[config.mk]
export PLATFORM = sky130hd
export DESIGN_NAME = lut_share_sched
export DESIGN_NICKNAME = d
export VERILOG_FILES = /design/src/rtl/lut_pkg.sv /design/src/rtl/lut_share_sched_rr_arbiter.sv /design/src/rtl/lut_share_sched.sv
export SDC_FILE = /design/constraint.sdc
export NUM_CORES = 1
export LEC_CHECK = 0
export CAP_MARGIN = 40
export CORE_MARGIN = 10
export CORE_UTILIZATION = 47
export DETAILED_ROUTE_END_ITERATION = 10
export PLACE_DENSITY = 0.84
export SETUP_SLACK_MARGIN = 0.3
export SLEW_MARGIN = 20
export SYNTH_ARGS = -nofsm -noshare
export SYNTH_HDL_FRONTEND = slang
export SYNTH_SLANG_ARGS = --single-unit
[constraint.sdc]
create_clock -name CLK -period 2.4 [get_ports CLK]
set_input_delay 0.6 -clock CLK [delete_from_list [all_inputs] [get_ports CLK]]
set_output_delay 0.6 -clock CLK [all_outputs]
set_load 0.02 [all_outputs]
[src/rtl/lut_pkg.sv]
// rtl/lut_pkg.sv - shared constants and FSM state type for the time-shared soft LUT
package lut_pkg;

    localparam int LUT_W  = 16;
    localparam int OPND_W = 4;

    localparam logic [LUT_W-1:0] DEF_INIT_TBL = 16'h8888;

    typedef enum logic [1:0] {
        IDLE = 2'd0,
        EVAL = 2'd1,
        CFG  = 2'd2
    } state_t;

endpackage

[src/rtl/lut_share_sched_rr_arbiter.sv]
// rtl/lut_share_sched_rr_arbiter.sv - combinational round-robin pick: first request at or after ptr
module rr_arbiter #(
    parameter int N_REQ = 4,
    parameter int IDX_W = 2
) (
    input  logic [N_REQ-1:0] req,
    input  logic [IDX_W-1:0] ptr,
    output logic             grant_valid,
    output logic [IDX_W-1:0] grant_idx
);

    logic [IDX_W-1:0] idx;

    // Walk from the farthest candidate back to ptr so the nearest match is written last.
    always_comb begin
        grant_valid = 1'b0;
        grant_idx   = '0;
        idx         = '0;
        for (int k = N_REQ - 1; k >= 0; k--) begin
            idx = IDX_W'((int'(ptr) + k) % N_REQ);
            if (req[idx]) begin
                grant_valid = 1'b1;
                grant_idx   = idx;
            end
        end
    end

endmodule

[src/rtl/lut_share_sched.sv]
// rtl/lut_share_sched.sv - round-robin scheduler sharing one programmable 4-input LUT among requesters
module lut_share_sched
    import lut_pkg::*;
#(
    parameter int               N_REQ    = 4,
    parameter int               IDX_W    = 2,
    parameter logic [LUT_W-1:0] INIT_TBL = DEF_INIT_TBL
) (
    input  logic                    CLK,
    input  logic                    RST,
    input  logic                    cfg_we,
    input  logic [LUT_W-1:0]        cfg_data,
    output logic                    cfg_busy,
    input  logic [N_REQ-1:0]        req,
    input  logic [OPND_W*N_REQ-1:0] opnd,
    output logic [N_REQ-1:0]        ack,
    output logic                    result,
    output logic [IDX_W-1:0]        result_id,
    output logic [LUT_W-1:0]        table_q
);

    state_t state, next_state;

    logic [IDX_W-1:0]  ptr;
    logic [IDX_W-1:0]  g_q;
    logic [OPND_W-1:0] opnd_q;
    logic [LUT_W-1:0]  cfg_q;

    logic              grant_valid;
    logic [IDX_W-1:0]  grant_idx;
    logic              grant_load;
    logic              eval_fire;
    logic              cfg_apply;

    logic [OPND_W-1:0] opnd_arr [N_REQ];

    for (genvar i = 0; i < N_REQ; i++) begin : g_opnd
        assign opnd_arr[i] = opnd[OPND_W*i +: OPND_W];
    end

    rr_arbiter #(
        .N_REQ (N_REQ),
        .IDX_W (IDX_W)
    ) u_arb (
        .req         (req),
        .ptr         (ptr),
        .grant_valid (grant_valid),
        .grant_idx   (grant_idx)
    );

    always_ff @(posedge CLK) begin
        if (RST) state <= IDLE;
        else     state <= next_state;
    end

    // cfg_busy doubles as the "config pending" flag, so a write latched during EVAL wins the next IDLE.
    always_comb begin
        next_state = state;
        case (state)
            IDLE: begin
                if (cfg_we || cfg_busy) next_state = CFG;
                else if (grant_valid)   next_state = EVAL;
            end
            EVAL:    next_state = IDLE;
            CFG:     next_state = IDLE;
            default: next_state = IDLE;
        endcase
    end

    always_comb begin
        grant_load = (state == IDLE) && !(cfg_we || cfg_busy) && grant_valid;
        eval_fire  = (state == EVAL);
        cfg_apply  = (state == CFG);
    end

    always_ff @(posedge CLK) begin
        if (RST) begin
            table_q   <= INIT_TBL;
            ack       <= '0;
            result    <= 1'b0;
            result_id <= '0;
            cfg_busy  <= 1'b0;
            ptr       <= '0;
            g_q       <= '0;
            opnd_q    <= '0;
            cfg_q     <= '0;
        end else begin
            ack <= '0;
            if (grant_load) begin
                g_q    <= grant_idx;
                opnd_q <= opnd_arr[grant_idx];
            end
            if (eval_fire) begin
                result    <= table_q[opnd_q];
                ack       <= {{(N_REQ-1){1'b0}}, 1'b1} << g_q;
                result_id <= g_q;
                ptr       <= (g_q == IDX_W'(N_REQ - 1)) ? '0 : g_q + 1'b1;
            end
            // A write landing on the apply cycle is folded in so only one table update occurs.
            if (cfg_apply) begin
                table_q  <= cfg_we ? cfg_data : cfg_q;
                cfg_busy <= 1'b0;
            end else if (cfg_we) begin
                cfg_q    <= cfg_data;
                cfg_busy <= 1'b1;
            end
        end
    end

endmodule

==> results of run 1 <==
==> layout by cell type (no fill, tap or decap), types with 3 or more instances in the layout <==
master	count
nor3_1	3
nand2_1	38
a21oi_1	19
o221ai_1	3
clkbuf_8	5
buf_4	5
clkdlybuf4s50_1	61
nand3b_1	5
nor4_1	3
mux4_2	5
a211oi_1	12
nor2b_1	3
nor2_1	25
dfxtp_1	50
a211o_1	5
mux2i_1	29
==> registers in the layout, summed over array words and instances (netlist names) <==
signal     flops
table_q       16
ptr            2
cfg_busy       1
g_q            2
ack            4
state          2
result_id      2
result         1
cfg_q         16
opnd_q         4
==> per-stage QoR <==
stage | cells | setup TNS (ns) | instance area, µm² | util
after global placement | 337 | 0 | 2877 | 0.6472
after detailed placement | 337 | -0.08165 | 2877 | 0.6472
final | 345 | 0 | 2982 | 0.6709
after global routing | 345 | 0 | 2982 | 0.6709
after CTS | 345 | 0 | 2970 | 0.6684
after floorplan | 233 | 0 | 2187 | -
==> synthesized netlist by cell type <==
| library cell | count | area share |
|---|---|---|
| mux4_2 | 5 | 0.051 |
| nand2b_1 | 2 | 0.0057 |
| and3_1 | 1 | 0.0029 |
| nand2_1 | 38 | 0.065 |
| inv_1 | 1 | 0.0017 |
| a21oi_1 | 19 | 0.043 |
| a21boi_1 | 1 | 0.0034 |
| or3b_1 | 1 | 0.0040 |
| dfxtp_1 | 50 | 0.46 |
| o21bai_1 | 1 | 0.0034 |
| and2_1 | 1 | 0.0029 |
| ha_1 | 1 | 0.0057 |
| a211o_1 | 5 | 0.020 |
| or2_1 | 2 | 0.0057 |
| a211oi_1 | 12 | 0.041 |
| buf_6 | 1 | 0.0051 |
| nand3b_1 | 5 | 0.017 |
| clkbuf_1 | 14 | 0.024 |
| nand3_1 | 1 | 0.0023 |
| nor2_1 | 25 | 0.043 |
| nor4_1 | 3 | 0.0086 |
| a221o_1 | 1 | 0.0046 |
| or4_4 | 1 | 0.0051 |
| o221ai_2 | 1 | 0.0069 |
| buf_2 | 2 | 0.0046 |
| mux2i_1 | 29 | 0.13 |
| nor2b_1 | 3 | 0.0086 |
| o221ai_1 | 4 | 0.016 |
| nor3_1 | 3 | 0.0069 |
==> power by group <==
group	total, mW	switching, mW	internal, mW
Clock	0.477	0.271	0.206
Combinational	0.405	0.186	0.219
Sequential	0.939	0.0501	0.889
==> cell type report <==
class	count	area, µm²	share of cell area
inverter	1	3.754	0.001259
clock buffer	6	72.57	0.02434
sequential	50	1001	0.3357
timing repair buffer	69	696.9	0.2337
clock inverter	2	13.76	0.004616
multi-input combinational	165	1129	0.3785
tap	52	65.06	0.02182
==> cells by family after synthesis <==
group	after synthesis	share of synthesized area
buffers and inverters	18	0.03547
adder cells (fa/ha/maj)	1	0.005720
AO/OA/AOI/OAI	44	0.1390
flip-flops	50	0.4577
AND/OR/NAND/NOR	86	0.1779
multiplexers	34	0.1842
==> worst min-delay path: stages (launching register included) <==
cell     delay (ns)
dfxtp_1        0.31
nand2_1        0.05
a21oi_1        0.05
==> repair_timing <==
item,4_1_cts,5_1_grt
setup endpoints to repair,2,3
pin swaps,2,0
hold buffers,0,0
gates resized for setup,3,1
==> metal layers <==
metal  part of all wire  GRT usage
met1               0.45     0.1708
met4             0.0051    0.02643
met5                  0          0
met2               0.49     0.2197
met3              0.064    0.05699
==> worst max path at each step <==
stage,to,slack [ns]
final,opnd_q[0],0.45
after global routing,opnd_q[2],0.36
after CTS,opnd_q[2],0.38
after detailed placement,opnd_q[0],-0.04
after global placement,opnd_q[0],0.04
after floorplan,opnd_q[0],0.43
==> flow_summary_export.csv, run 1 <==
group,metric,value,unit
status,status,"finished clean",
clock_network,path_clk_slew,0.08,ns
drt,ant_nets,0,
timing,setup_slack,0.4484,ns
hold_path,hp-start,"cfg_q[9]",
die,dieHeight,88.22,µm
die,dieArea,7782,µm²
setup_path,path_max_fanout,4,
drt,drt-initial-drc-count,84,
placed_design,gp_congestion,0.7402,
global_route,grt_pass1_vias,1795,
timing,relSlewSlack,0.7197,
drt,drt-vias-per-instance,5.391,
setup_path,endpoint_kind,"register",
setup_path,crit_arrival,2.17,ns
synthesis,synthesis.area,2187,µm²
synthesis,ys_seq_area_frac,0.4577,
hold_path,holdPathStages,2,
timing,worst_pin_slew,0.4205,ns
die,ioPinCount,63,
setup_path,criticalPathCategory,"input port to register",
die,start_util,0.4921,
synthesis,synthDistinctLibCells,29,
clock_network,clock_latency,0.30,ns
power_and_ir_drop,vdd_drop_max,0.4035,mV
synthesis,synth_warnings,0,
die,coreArea,4444,µm²
timing,period_share,0.8132,
timing,fin_skew,0.007527,ns
setup_path,required,2.61,ns
power_and_ir_drop,p_per_area,610.9,nW/µm²
drt,dr.pass1.iters,4,
final_layout,drive_above_1_share,0.07850,
final_layout,n_antenna_cell,0,
final_layout,area_growth,36.33,%
placed_design,pre_cts_slack,-0.03573,ns
global_route,grt_pass1_wl,8.569,mm
setup_path,worstReg2RegEnd,"result",
hold_path,hold_path.class,"register to register",
setup_path,reg2reg_from,"opnd_q[0]",
setup_path,crit_start,"cfg_we",
setup_path,startpoint_type,"input port",
timing,holdWs,0.4566,ns
die,fp.dieW,88.22,µm
hold_path,hold_end,"cfg_q[9]",
timing,finalMaxSlewViolations,0,
setup_path,cp_top_family,"simple AND/OR/NAND/NOR gates",
synthesis,avgSynthCellArea,9.387,µm²
global_route,antenna_found_initial,0,
setup_path,crit_cells,5,
clock_network,numCtsBuffers,5,
global_route,grt_use_total,0.1374,
die,row_count,24,
clock_network,clock-sinks,50,
setup_path,crit_slowest_cell,"or4_4",
setup_path,regToRegSetupSlack,0.54,ns
setup_path,ff2ff_path_depth,4,
clock_network,cts_tree,"built",
setup_path,slowest_delay,0.51,ns
global_route,grt-ovfl-total,0,
timing,min_period,1.952,ns
synthesis,syn_nets,273,
flow_run,drv_cap,0,
placed_design,dp_hpwl,3.956,mm
clock_network,cts_root_buf,"clkbuf_8",
timing,setup-violations-final,0,
clock_network,cts_buffer_depth,2,
clock_network,postCtsSetupRepairBufs,0,
drt,vias,1860,
synthesis,synth-seq-cells,50,
power_and_ir_drop,finalPower,1.821,mW
placed_design,portBuffers,62,
setup_path,crit_chain,"dlygate4sd2_1 -> or4_4 -> or2_4 -> a211o_1 -> o221ai_1",
drt,wl_per_cell,15.31,µm
drt,drc,0,
global_route,grt_start_max_net_pins,42,
final_layout,fillers,398,
drt,routed_wl,5.281,mm
synthesis,synthCells,233,
power_and_ir_drop,leakage,1.172,nW
setup_path,critPathBufInv,1,
clock_network,htree_num_levels,2,
timing,max_freq,512.4,MHz
timing,hold_violations,0,
final_layout,layout.nets,332,
timing,rsz0062_at_grt,"no",
Power figures use the tool's default switching activity.
==> inputs of run 2 (changes only) <==
--- a/config.mk
+++ b/config.mk
@@ -7,9 +7,9 @@
 export LEC_CHECK = 0
 export CAP_MARGIN = 40
 export CORE_MARGIN = 10
-export CORE_UTILIZATION = 47
+export CORE_UTILIZATION = 42
 export DETAILED_ROUTE_END_ITERATION = 10
-export PLACE_DENSITY = 0.84
+export PLACE_DENSITY = 0.8
 export SETUP_SLACK_MARGIN = 0.3
 export SLEW_MARGIN = 20
 export SYNTH_ARGS = -nofsm -noshare
==> constraint.sdc (replaced) <==
create_clock -name CLK -period 1.6 [get_ports CLK]
set_input_delay 0.4 -clock CLK [delete_from_list [all_inputs] [get_ports CLK]]
set_output_delay 0.4 -clock CLK [all_outputs]
set_load 0.02 [all_outputs]
==> run 2 against run 1 <==
  * The run now ends with setup timing left
  * Clock power is 57% higher
  * Largest cell class unchanged
  * Final cell count is 15% higher
  * Flip-flop and latch count stayed put
  * Combinational power is 99% higher
  * Sequential power is 49% higher
  * Count of clock-buffer cells in the layout is 1 higher
  * Power is 62% higher
  * Setup slack worse by 0.59 ns
  * Worst hold slack worse by 0.0015 ns
  * Critical path type is now register to register
  * Sequential share of layout area is 3.7 points lower
  * First-iteration DRC count is 9.5% higher
  * Largest power group unchanged
  * Routed wire length is 15% higher
==> flow_summary_export.csv, run 2 (synthesis results as in run 1) <==
group,metric,value,unit
placed_design,dp_hpwl,4.442,mm
clock_network,postCtsSetupRepairBufs,0,
drt,vias,1992,
timing,setup_slack,-0.1433,ns
setup_path,regToRegSetupSlack,-0.14,ns
clock_network,clock_latency,0.30,ns
hold_path,hold_path.class,"register to register",
drt,drc,0,
power_and_ir_drop,leakage,1.444,nW
placed_design,portBuffers,62,
clock_network,path_clk_slew,0.09,ns
timing,fin_skew,0.003833,ns
global_route,grt_pass1_vias,1954,
placed_design,dp_cells,388,
global_route,grt_pass1_wl,9.687,mm
drt,wl_per_cell,15.34,µm
die,row_count,26,
setup_path,crit_slowest_cell,"mux4_2",
power_and_ir_drop,p_per_area,862.2,nW/µm²
setup_path,path_max_fanout,5,
drt,ant_nets,0,
die,ioPinCount,63,
clock_network,numCtsBuffers,5,
final_layout,reg_top3,"cfg_q: 16 flops, table_q: 16 flops",
setup_path,startpoint_type,"register",
drt,drt-initial-drc-count,92,
final_layout,area_growth,56.69,%
clock_network,cts_tree,"built",
timing,max_freq,573.6,MHz
status,status,"finished, violations left",
setup_path,cpMostUsedCell,"mux4_2",
setup_path,crit_chain,"buf_12 -> mux4_2 -> mux4_2 -> mux2i_1 -> nor2_1",
placed_design,gp_congestion,0.8137,
hold_path,hp-start,"cfg_q[6]",
drt,dr.pass1.iters,4,
final_layout,n_antenna_cell,0,
global_route,grt_start_max_net_pins,23,
setup_path,crit_arrival,1.94,ns
timing,finalMaxSlewViolations,0,
die,dieHeight,92.16,µm
final_layout,final_cell_mix,"38 x nand2_1, 33 x clkdlybuf4s50_1, 32 x dfxtp_1",
die,fp.dieW,92.16,µm
hold_path,holdPathStages,2,
final_layout,final_common_cell,"nand2_1",
drt,wl_met3,281,µm
die,coreArea,5075,µm²
die,dieArea,8493,µm²
clock_network,htree_num_levels,2,
drt,dr_wl_met2,3.168,mm
setup_path,worstReg2RegEnd,"result",
hold_path,hold_end,"cfg_q[6]",
timing,worst_pin_slew,0.4484,ns
flow_run,drv_cap,0,
final_layout,multi_input_area,1205,µm²
clock_network,cts_buffer_depth,2,
final_layout,layout.nets,365,
final_layout,fillers,420,
setup_path,ff2ff_path_depth,5,
clock_network,clock-sinks,50,
clock_network,ctsHoldBuffers,0,
clock_network,cts_root_buf,"clkbuf_8",
setup_path,required,1.80,ns
timing,relSlewSlack,0.7011,
setup_path,slowest_delay,0.50,ns
drt,routed.top_layer,"met4",
setup_path,criticalPathCategory,"register to register",
timing,setup-violations-final,7,
drt,drt-vias-per-instance,5.030,
timing,rsz0062_at_grt,"yes",
timing,min_period,1.743,ns
final_layout,drive_above_1_share,0.3374,
setup_path,endpoint_kind,"register",
drt,routed_wl,6.075,mm
die,start_util,0.4310,
final_layout,ff_latch_area,1023,µm²
status,failed_checks,"setup timing",
timing,fin_setup_tns,-0.4958,ns
timing,period_share,1.090,
setup_path,reg2reg_from,"opnd_q[0]",
global_route,antenna_found_initial,0,
global_route,grt_use_total,0.1386,
timing,holdWs,0.4552,ns
final_layout,layout.cells.non_filler,396,
timing,hold_violations,0,
power_and_ir_drop,vdd_drop_max,0.5058,mV
drt,met1_length,2.560,mm
global_route,grt-ovfl-total,0,
[run 2: cell types whose count changed in the layout (fill, tap and decap cells not counted), sizes merged]
| cell | previous run | this run |
|---|---|---|
| buf | 7 | 62 |
| dlymetal6s2s | 0 | 1 |
| clkinv | 2 | 1 |
| dlygate4sd2 | 1 | 3 |
| clkdlybuf4s15 | 0 | 3 |
| clkdlybuf4s50 | 61 | 33 |
| clkbuf | 6 | 7 |
[run 2: worst max path at each step]
stage                          from   endpoint
after floorplan            cfg_busy  opnd_q[0]
after global placement       cfg_we  opnd_q[0]
after detailed placement     req[2]  opnd_q[2]
after CTS                 opnd_q[0]     result
after global routing      opnd_q[0]     result
final                     opnd_q[0]     result
[run 2: repair_timing]
| item | in CTS | in global routing |
|---|---|---|
| gates resized for setup | 154 | 31 |
| pin swaps | 5 | 5 |
| endpoints found under the setup margin | 65 | 51 |
[run 2: power breakdown]
part	leakage, nW	internal, mW	total, mW	switching [mW]
clock network	0.0482	0.350	0.747	0.398
logic	0.981	0.452	0.805	0.352
registers	0.414	1.34	1.40	0.0610
total	1.44	2.14	2.95	0.811
[run 2: metal layers]
metal,vias to the layer above,GRT usage
met3,8,0.03341
met1,920,0.1634
li1,1018,-
met5,-,0
met2,46,0.2418
met4,0,0.04242
[run 2: worst max-delay path, delay by kind of cell (launching register included)]
family | cells | cell delay (ns)
buffers and inverters | 1 | 0.12
flip-flops | 1 | 0.35
multiplexers | 3 | 1.13
AND/OR/NAND/NOR | 1 | 0.05
[run 2: layout make-up]
type | instances | area share
sequential | 50 | 0.2986
clock buffer | 7 | 0.02519
timing repair buffer | 102 | 0.2965
tap | 70 | 0.02556
multi-input combinational | 165 | 0.3516
clock inverter | 1 | 0.001460
inverter | 1 | 0.001095
[run 2: per-stage QoR]
step	cell area, µm²	util	setup WS [ns]	power (mW)
global placement	3161	0.6228	-0.4464	2.131
global route	3427	0.6753	-0.1838	3.097
detailed placement	3161	0.6228	-0.5383	2.148
finish	3427	0.6753	-0.1433	2.955
CTS	3314	0.6531	-0.1615	2.929
floorplan	2200	-	-0.1551	1.767
